$ cat src/rtl/pingpong_seq.sv
// pingpong_seq: sequencer for the dual-bank ping-pong frame buffer between the
// pixel loader (producer) and the layer compute engine (consumer).
//
// Write FSM
//   state   | meaning
//   W_FILL  | write bank open, every s_valid word is written
//   W_WAIT  | write bank full, waiting for the buffer to swap banks
//
// Read FSM
//   state   | meaning
//   R_BOOT  | first cycle out of reset; releases the empty read bank once
//   R_WAIT  | read bank released, waiting for the buffer to swap banks
//   R_READY | read bank full and idle, waiting for rd_start
//   R_ISSUE | issuing one pass of NODE read requests, stalled by rd_pause
//
// The buffer latches both done pulses and swaps a few cycles after the later
// one; both FSMs sit in their WAIT states across the swap cycle, so no write
// or read strobe can land in a swap cycle and be dropped.
module pingpong_seq #(
  parameter int DWIDTH = 8,
  parameter int NODE   = 784,
  parameter int PASSES = 1,
  parameter int CWIDTH = $clog2(NODE),
  parameter int PWIDTH = $clog2(PASSES + 1)
) (
  input  logic              clk,
  input  logic              rst,
  input  logic              s_valid,
  input  logic [DWIDTH-1:0] s_data,
  output logic              s_ready,
  input  logic              rd_start,
  input  logic              rd_pause,
  output logic              rd_ready,
  output logic              pass_done,
  output logic              pp_w_valid,
  output logic [DWIDTH-1:0] pp_din,
  output logic              pp_done_write,
  output logic              pp_r_request,
  output logic              pp_done_read,
  input  logic              pp_swap,
  output logic [15:0]       swap_count
);

  typedef enum logic [0:0] {
    W_FILL = 1'b0,
    W_WAIT = 1'b1
  } wstate_t;

  typedef enum logic [1:0] {
    R_BOOT  = 2'd0,
    R_WAIT  = 2'd1,
    R_READY = 2'd2,
    R_ISSUE = 2'd3
  } rstate_t;

  localparam logic [CWIDTH-1:0] LAST_WORD  = CWIDTH'(NODE - 1);
  localparam logic [CWIDTH-1:0] CNT_ONE    = CWIDTH'(1);
  localparam logic [PWIDTH-1:0] PASS_LIMIT = PWIDTH'(PASSES);
  localparam logic [PWIDTH-1:0] PASS_ONE   = PWIDTH'(1);

  // ---------------------------------------------------------------------------
  // Write side
  // ---------------------------------------------------------------------------
  wstate_t           w_state, w_state_nxt;
  logic [CWIDTH-1:0] wcnt, wcnt_nxt;
  logic              done_write_nxt;
  logic              w_handshake;

  // Write FSM state, word counter and registered write-done pulse.
  always_ff @(posedge clk or negedge rst) begin
    if (!rst) begin
      w_state       <= W_FILL;
      wcnt          <= '0;
      pp_done_write <= 1'b0;
    end else begin
      w_state       <= w_state_nxt;
      wcnt          <= wcnt_nxt;
      pp_done_write <= done_write_nxt;
    end
  end

  // Write FSM next state: count handshakes, close the bank on the last word.
  always_comb begin
    w_state_nxt    = w_state;
    wcnt_nxt       = wcnt;
    done_write_nxt = 1'b0;
    s_ready        = 1'b0;
    w_handshake    = 1'b0;
    case (w_state)
      W_FILL: begin
        s_ready     = 1'b1;
        w_handshake = s_valid;
        if (w_handshake) begin
          if (wcnt == LAST_WORD) begin
            wcnt_nxt       = '0;
            done_write_nxt = 1'b1;
            w_state_nxt    = W_WAIT;
          end else begin
            wcnt_nxt = wcnt + CNT_ONE;
          end
        end
      end
      W_WAIT: begin
        if (pp_swap) begin
          w_state_nxt = W_FILL;
        end
      end
      default: begin
        w_state_nxt = W_FILL;
      end
    endcase
  end

  assign pp_w_valid = w_handshake;
  assign pp_din     = s_data;

  // ---------------------------------------------------------------------------
  // Read side
  // ---------------------------------------------------------------------------
  rstate_t           r_state, r_state_nxt;
  logic [CWIDTH-1:0] rcnt, rcnt_nxt;
  logic [PWIDTH-1:0] pcnt, pcnt_nxt, pcnt_inc;
  logic              pass_done_nxt;
  logic              done_read_nxt;
  logic              r_issue;

  // Read FSM state, word/pass counters and registered pass/read-done pulses.
  always_ff @(posedge clk or negedge rst) begin
    if (!rst) begin
      r_state      <= R_BOOT;
      rcnt         <= '0;
      pcnt         <= '0;
      pass_done    <= 1'b0;
      pp_done_read <= 1'b0;
    end else begin
      r_state      <= r_state_nxt;
      rcnt         <= rcnt_nxt;
      pcnt         <= pcnt_nxt;
      pass_done    <= pass_done_nxt;
      pp_done_read <= done_read_nxt;
    end
  end

  // Read FSM next state: bootstrap, wait for swap, run passes, release bank.
  always_comb begin
    r_state_nxt   = r_state;
    rcnt_nxt      = rcnt;
    pcnt_nxt      = pcnt;
    pcnt_inc      = pcnt + PASS_ONE;
    pass_done_nxt = 1'b0;
    done_read_nxt = 1'b0;
    rd_ready      = 1'b0;
    r_issue       = 1'b0;
    case (r_state)
      R_BOOT: begin
        // Nothing was ever written to the read bank; hand it straight back.
        done_read_nxt = 1'b1;
        r_state_nxt   = R_WAIT;
      end
      R_WAIT: begin
        if (pp_swap) begin
          pcnt_nxt    = '0;
          r_state_nxt = R_READY;
        end
      end
      R_READY: begin
        rd_ready = 1'b1;
        if (rd_start) begin
          rcnt_nxt    = '0;
          r_state_nxt = R_ISSUE;
        end
      end
      R_ISSUE: begin
        r_issue = ~rd_pause;
        if (r_issue) begin
          if (rcnt == LAST_WORD) begin
            rcnt_nxt      = '0;
            pass_done_nxt = 1'b1;
            pcnt_nxt      = pcnt_inc;
            if (pcnt_inc < PASS_LIMIT) begin
              r_state_nxt = R_READY;
            end else begin
              done_read_nxt = 1'b1;
              r_state_nxt   = R_WAIT;
            end
          end else begin
            rcnt_nxt = rcnt + CNT_ONE;
          end
        end
      end
      default: begin
        r_state_nxt = R_WAIT;
      end
    endcase
  end

  assign pp_r_request = r_issue;

  // ---------------------------------------------------------------------------
  // Swap counter
  // ---------------------------------------------------------------------------

  // Count every swap cycle seen from the buffer; wraps naturally at 2^16.
  always_ff @(posedge clk or negedge rst) begin
    if (!rst) begin
      swap_count <= '0;
    end else if (pp_swap) begin
      swap_count <= swap_count + 16'd1;
    end
  end

endmodule

$ cat config.mk
export PLATFORM = sky130hd
export DESIGN_NAME = pingpong_seq
export DESIGN_NICKNAME = d
export VERILOG_FILES = /design/src/rtl/pingpong_seq.sv
export SDC_FILE = /design/constraint.sdc
export NUM_CORES = 1
export LEC_CHECK = 0
export ABC_AREA = 1
export BUFFER_PORTS_ARGS = -buffer_cell sky130_fd_sc_hd__buf_2
export CAP_MARGIN = 20
export CORE_MARGIN = 2
export CORE_UTILIZATION = 40
export CTS_CLUSTER_SIZE = 10
export DETAILED_ROUTE_END_ITERATION = 12
export HOLD_SLACK_MARGIN = 0.05
export PLACE_DENSITY = 0.58
export SKIP_CTS_REPAIR_TIMING = 1
export SLEW_MARGIN = 15
export SYNTH_ARGS = -nofsm -noshare
export SYNTH_HDL_FRONTEND = slang
export SYNTH_SLANG_ARGS = --single-unit
$ cat constraint.sdc
create_clock -name clk -period 2.95 [get_ports clk]
set_input_delay 0.59 -clock clk [delete_from_list [all_inputs] [get_ports clk]]
set_output_delay 0.59 -clock clk [all_outputs]
set_load 0.02 [all_outputs]
==> results.sh, run 1 <==
export IMPL_start_kind="flip-flop"
export IMPL_cts_buffers=5
export IMPL_power_leakage_nw=1.413
export IMPL_hold_viol=0
export IMPL_numPortBuffers=28
export IMPL_synth_top_area_share_pct=42.94
export IMPL_cts_tree="built"
export IMPL_max_slew_margin_pct=68.98
export IMPL_via_count=1992
export IMPL_setup_violations=0
export IMPL_netlist_instances=321
export IMPL_hold_path_class="input port to async pin"
export IMPL_worstPathRequired_ns=2.36
export IMPL_synth_edf_count=0
export IMPL_routabilityCongestion=0.8082
export IMPL_synth_top_cell_by_area="dfrtp_1"
export IMPL_synth_most_common_cell="nand2_1"
export IMPL_fin_nets=364
export IMPL_clock_sinks=43
export IMPL_max_freq_ghz=0.4410
export IMPL_dr_pass1_iters=6
export IMPL_die_h_um=83.16
export IMPL_yosysSeqAreaShare_pct=42.94
export IMPL_fp_coreArea_um2=5991
export IMPL_use_met1_pct=19.99
export IMPL_grt_max_degree=44
export IMPL_r2r_end="rcnt[3]"
export IMPL_clockBufferDepth=2
export IMPL_worstReg2RegStart="r_state[0]"
export IMPL_yosysWarnings=0
export IMPL_criticalPathCategory="flip-flop to output port"
export IMPL_max_cap_viol_count=0
export IMPL_syn_area_um2=2506
export IMPL_run_status="finished, final reports clean"
export IMPL_fin_crit_sh_pct=76.86
export IMPL_grt_pass1_vias=1825
export IMPL_start_util_pct=41.83
export IMPL_cp_arrival_ns=1.68
export IMPL_setup_tns_ns=0
export IMPL_ff2ff_path_depth=8
export IMPL_htreeDepth=2
export IMPL_power_density_nw_per_um2=743.8
export IMPL_crit_end="pp_r_request"
export IMPL_drt_iter0_drc=89
export IMPL_wl_per_cell_um=11.30
export IMPL_layout_drive_gt1_share_pct=16.62
export IMPL_ant_nets=0
export IMPL_row_count=28
export IMPL_diodes=0
export IMPL_dieArea_um2=6915
export IMPL_ys_ff_latch=43
export IMPL_die_x_um=83.16
export IMPL_overflow=0
export IMPL_grt_pass1_wl_um=8397
export IMPL_utilization_pct=45.91
export IMPL_synthTopCellsByCount="nand2_1, dfrtp_1, inv_1, nor2_1, nand3_1"
export IMPL_synth_area_top_cells="dfrtp_1, nand2_1, inv_1"
export IMPL_synth_cell_types=33
export IMPL_synth_area_per_cell_um2=7.807
export IMPL_startpoint="r_state[0]"
export IMPL_synth_top_flop_cell="dfrtp_1"
export IMPL_grt_use_met3_pct=2.883
export IMPL_critPathMaxFanout=12
export IMPL_ir_drop_mv=0.3361
export IMPL_fin_hold_ws_ns=0.2116
export IMPL_rsz0062_at_grt="false"
export IMPL_antenna_found_initial=0
export IMPL_worst_clock_skew_ns=0.008679
export IMPL_finalCriticalPeriod_ns=2.267
export IMPL_async_reset_ff_share_pct=100.0
export IMPL_tightestPinTransition_ns=0.4653
export IMPL_viasPerCell=4.766
export IMPL_drc=0
export IMPL_clk_insertion_delay_late_ns=0.29
export IMPL_top_usage_layer="met2"
export IMPL_rrSetupSlack_ns=1.04
export IMPL_syn2layout_area_growth_pct=9.735
export IMPL_drv_slew=0
export IMPL_regArea_um2=1076
export IMPL_io_pins=45
export IMPL_clk_pin_slew_ns=0.08
export IMPL_multi_input_area_um2=1175
export IMPL_totalWireLength_um=4723
export IMPL_grt_use_total_pct=14.65
export IMPL_grtUsageMet2_pct=22.65
export IMPL_hpwl_um=3450
export IMPL_cp_end_kind="output port"
export IMPL_fill_cells=604
export IMPL_synth_nets=342
export IMPL_cts_root_buf="clkbuf_8"
==> worst max-delay path, stage by stage, from the launching register on <==
cell	delay [ns]
dfrtp_1	0.41
ha_1	0.47
inv_1	0.14
nor2_1	0.18
buf_2	0.19
==> flip-flops by register name (all words and copies together) (netlist names) <==
signal / count
swap_count: 16
pp_done_write: 1
pass_done: 1
w_state: 1
rcnt: 10
r_state: 2
pp_done_read: 1
pcnt: 1
wcnt: 10
==> through the flow <==
step	power [mW]	setup slack, ns	std cells	instance area [um2]
3_5_place_dp	1.692	0.9772	410	2643
4_1_cts	2.084	0.6632	417	2730
2_1_floorplan	1.503	1.335	321	2506
3_3_place_gp	1.676	1.023	410	2643
5_1_grt	2.231	0.5389	418	2750
6_report	2.045	0.6826	418	2750
==> final cells by class <==
| cell class | instances | share of cell area, % |
|---|---|---|
| clock buffers | 6 | 3.003 |
| flip-flops and latches | 43 | 39.13 |
| clock inverters | 1 | 0.1820 |
| repair buffers | 29 | 5.823 |
| inverters | 42 | 5.732 |
| well taps | 75 | 3.412 |
| multi-input cells | 222 | 42.72 |
==> worst min path at each step <==
stage | startpoint | to | depth (start not counted)
global route | rst | wcnt[4] | 1
CTS | rst | wcnt[4] | 1
finish | rst | wcnt[4] | 1
detailed placement | wcnt[1] | wcnt[1] | 2
floorplan | rst | pass_done | 0
global placement | swap_count[15] | swap_count[15] | 2
==> placed cells by master, fill, tap and decap left out, drive strengths merged, types with 2 or more instances in the layout <==
cell type,count
nand2,88
dfrtp,43
inv,42
nor2,34
buf,29
nand3,24
xor2,14
o21ai,13
nand4,12
nor3,11
a21oi,8
ha,7
clkbuf,6
or2,2
xnor2,2
==> where the power goes <==
| part | switching (mW) | leakage, nW | total, mW | internal (mW) |
|---|---|---|---|---|
| combinational | 0.497 | 0.831 | 0.775 | 0.278 |
| sequential | 0.162 | 0.535 | 0.896 | 0.734 |
| clock | 0.191 | 0.0470 | 0.375 | 0.184 |
| total | 0.850 | 1.41 | 2.05 | 1.20 |
==> metal layers <==
metal / wire length [um] / vias to the layer above
met1: 2346 / 893
met5: 0 / -
met3: 176 / 8
met2: 2127 / 40
li1: - / 1051
met4: 74 / 0
==> kinds of logic after synthesis <==
kind of cell / after synthesis / synth area share [%]
xor gates and xnor gates: 16 / 5.592
buffers and inverters: 56 / 10.18
and+or+nand+nor: 175 / 32.30
DFF: 43 / 42.94
AOI/OAI and AO/OA: 24 / 5.492
adders and majority gates: 7 / 3.495
(Power assumes the default switching activity.)
==> inputs of run 2 (changes only) <==
==> constraint.sdc (replaced) <==
create_clock -name clk -period 2.25 [get_ports clk]
set_input_delay 0.45 -clock clk [delete_from_list [all_inputs] [get_ports clk]]
set_output_delay 0.45 -clock clk [all_outputs]
set_load 0.02 [all_outputs]
==> results.sh, run 2 (same netlist as run 1, synthesis figures left out) <==
export IMPL_ff2ff_path_depth=9
export IMPL_ir_drop_mv=0.4555
export IMPL_start_kind="flip-flop"
export IMPL_max_freq_ghz=0.4980
export IMPL_largest_reg_flops=16
export IMPL_via_count=1988
export IMPL_fin_crit_sh_pct=89.24
export IMPL_dr_pass1_iters=4
export IMPL_fill_cells=611
export IMPL_rrSetupSlack_ns=0.40
export IMPL_startpoint="r_state[0]"
export IMPL_criticalPathCategory="flip-flop to output port"
export IMPL_wl_met3_um=160
export IMPL_die_x_um=83.16
export IMPL_fin_area_um2=2734
export IMPL_clockBufferDepth=2
export IMPL_fp_coreArea_um2=5991
export IMPL_critPathMaxFanout=12
export IMPL_totalWireLength_um=4723
export IMPL_routabilityCongestion=0.8611
export IMPL_start_util_pct=41.83
export IMPL_clock_sinks=43
export IMPL_clk_insertion_delay_late_ns=0.29
export IMPL_postPlaceCellArea_um2=2650
export IMPL_cp_end_kind="output port"
export IMPL_die_h_um=83.16
export IMPL_drv_slew=0
export IMPL_regArea_um2=1076
export IMPL_layout_commonest_cell="nand2_1"
export IMPL_hold_path_class="input port to async pin"
export IMPL_numPortBuffers=28
export IMPL_cts_buffers=5
export IMPL_drt_iter0_drc=76
export IMPL_wl_per_cell_um=11.27
export IMPL_grt_pass1_wl_um=8383
export IMPL_top_layer="met4"
export IMPL_setup_violations=0
export IMPL_drc=0
export IMPL_fin_nets=364
export IMPL_clk_pin_slew_ns=0.08
export IMPL_layout_common_cells="nand2_1, dfrtp_1, inv_1, nor2_1, buf_2"
export IMPL_multi_input_area_um2=1177
export IMPL_antenna_found_initial=0
export IMPL_overflow=0
export IMPL_hold_viol=0
export IMPL_dieArea_um2=6915
export IMPL_grt_use_total_pct=14.57
export IMPL_met2_length_um=2151
export IMPL_finalPower_mw=2.663
export IMPL_power_density_nw_per_um2=974.2
export IMPL_max_cap_viol_count=0
export IMPL_utilization_pct=45.63
export IMPL_htreeDepth=2
export IMPL_run_status="finished, final reports clean"
export IMPL_row_count=28
export IMPL_largestRegisters="swap_count: 16 flops, rcnt: 10 flops, wcnt: 10 flops"
export IMPL_top_register="swap_count"
export IMPL_cts_tree="built"
export IMPL_grt_max_degree=27
export IMPL_r2r_end="rcnt[3]"
export IMPL_cts_root_buf="clkbuf_8"
export IMPL_cp_arrival_ns=1.56
export IMPL_worstPathRequired_ns=1.80
export IMPL_max_slew_margin_pct=71.32
export IMPL_power_leakage_nw=1.402
export IMPL_syn2layout_area_growth_pct=9.086
export IMPL_layout_drive_gt1_share_pct=16.57
export IMPL_setup_tns_ns=0
export IMPL_worst_clock_skew_ns=0.005414
export IMPL_met1_length_um=2355
export IMPL_grt_pass1_vias=1858
export IMPL_hpwl_um=3560
export IMPL_viasPerCell=4.745
export IMPL_finalCriticalPeriod_ns=2.008
export IMPL_rsz0062_at_grt="false"
export IMPL_worstReg2RegStart="r_state[0]"
export IMPL_ant_nets=0
export IMPL_io_pins=45
export IMPL_diodes=0
export IMPL_tightestPinTransition_ns=0.4302
run 2: cell count changes in the layout (fill, tap and decap cells not counted):
cell,change
clkbuf_1,+2
buf_4,+1
buf_12,-1
clkbuf_8,-1
ha_1,-1
ha_2,+1
run 2: power by group:
group	total, mW	switching, mW	internal (mW)
Sequential	1.17	0.211	0.962
Clock	0.471	0.253	0.218
Combinational	1.02	0.654	0.365
run 2: worst max-delay path by stage:
stage | end | slack (ns) | depth (start not counted)
2_1_floorplan | rcnt[6] | 0.64 | 8
3_3_place_gp | rcnt[3] | 0.36 | 8
4_1_cts | pp_r_request | 0.08 | 4
5_1_grt | pp_r_request | 0.12 | 4
6_report | pp_r_request | 0.24 | 4
3_5_place_dp | rcnt[3] | 0.31 | 8
run 2: per-stage QoR:
step                      worst slack [ns]  cells  hold slack (ns)
after floorplan                     0.6355    321           0.1544
after global placement              0.3634    411           0.4193
after detailed placement            0.3074    411           0.4165
after CTS                          0.08417    419          0.09191
after global routing                0.1160    419           0.1122
final                               0.2420    419          0.08533
run 2: final cells by class:
cell class / count / area share, %
Multi-Input combinational cell: 222 / 43.07
Tap cell: 75 / 3.432
Timing Repair Buffer: 29 / 5.400
Sequential cell: 43 / 39.36
Inverter: 42 / 5.767
Clock inverter: 1 / 0.1831
Clock buffer: 7 / 2.792
run 2: critical path: stages (launching register included):
cell	delay (ns)
dfrtp_1	0.43
ha_2	0.35
inv_1	0.11
nor2_1	0.18
buf_2	0.20
run 2: routing by layer:
| metal | up-vias | track usage [%] |
|---|---|---|
| met5 | - | 0 |
| met4 | 0 | 5.365 |
| met3 | 7 | 3.380 |
| li1 | 1049 | - |
| met2 | 24 | 21.92 |
| met1 | 908 | 20.45 |
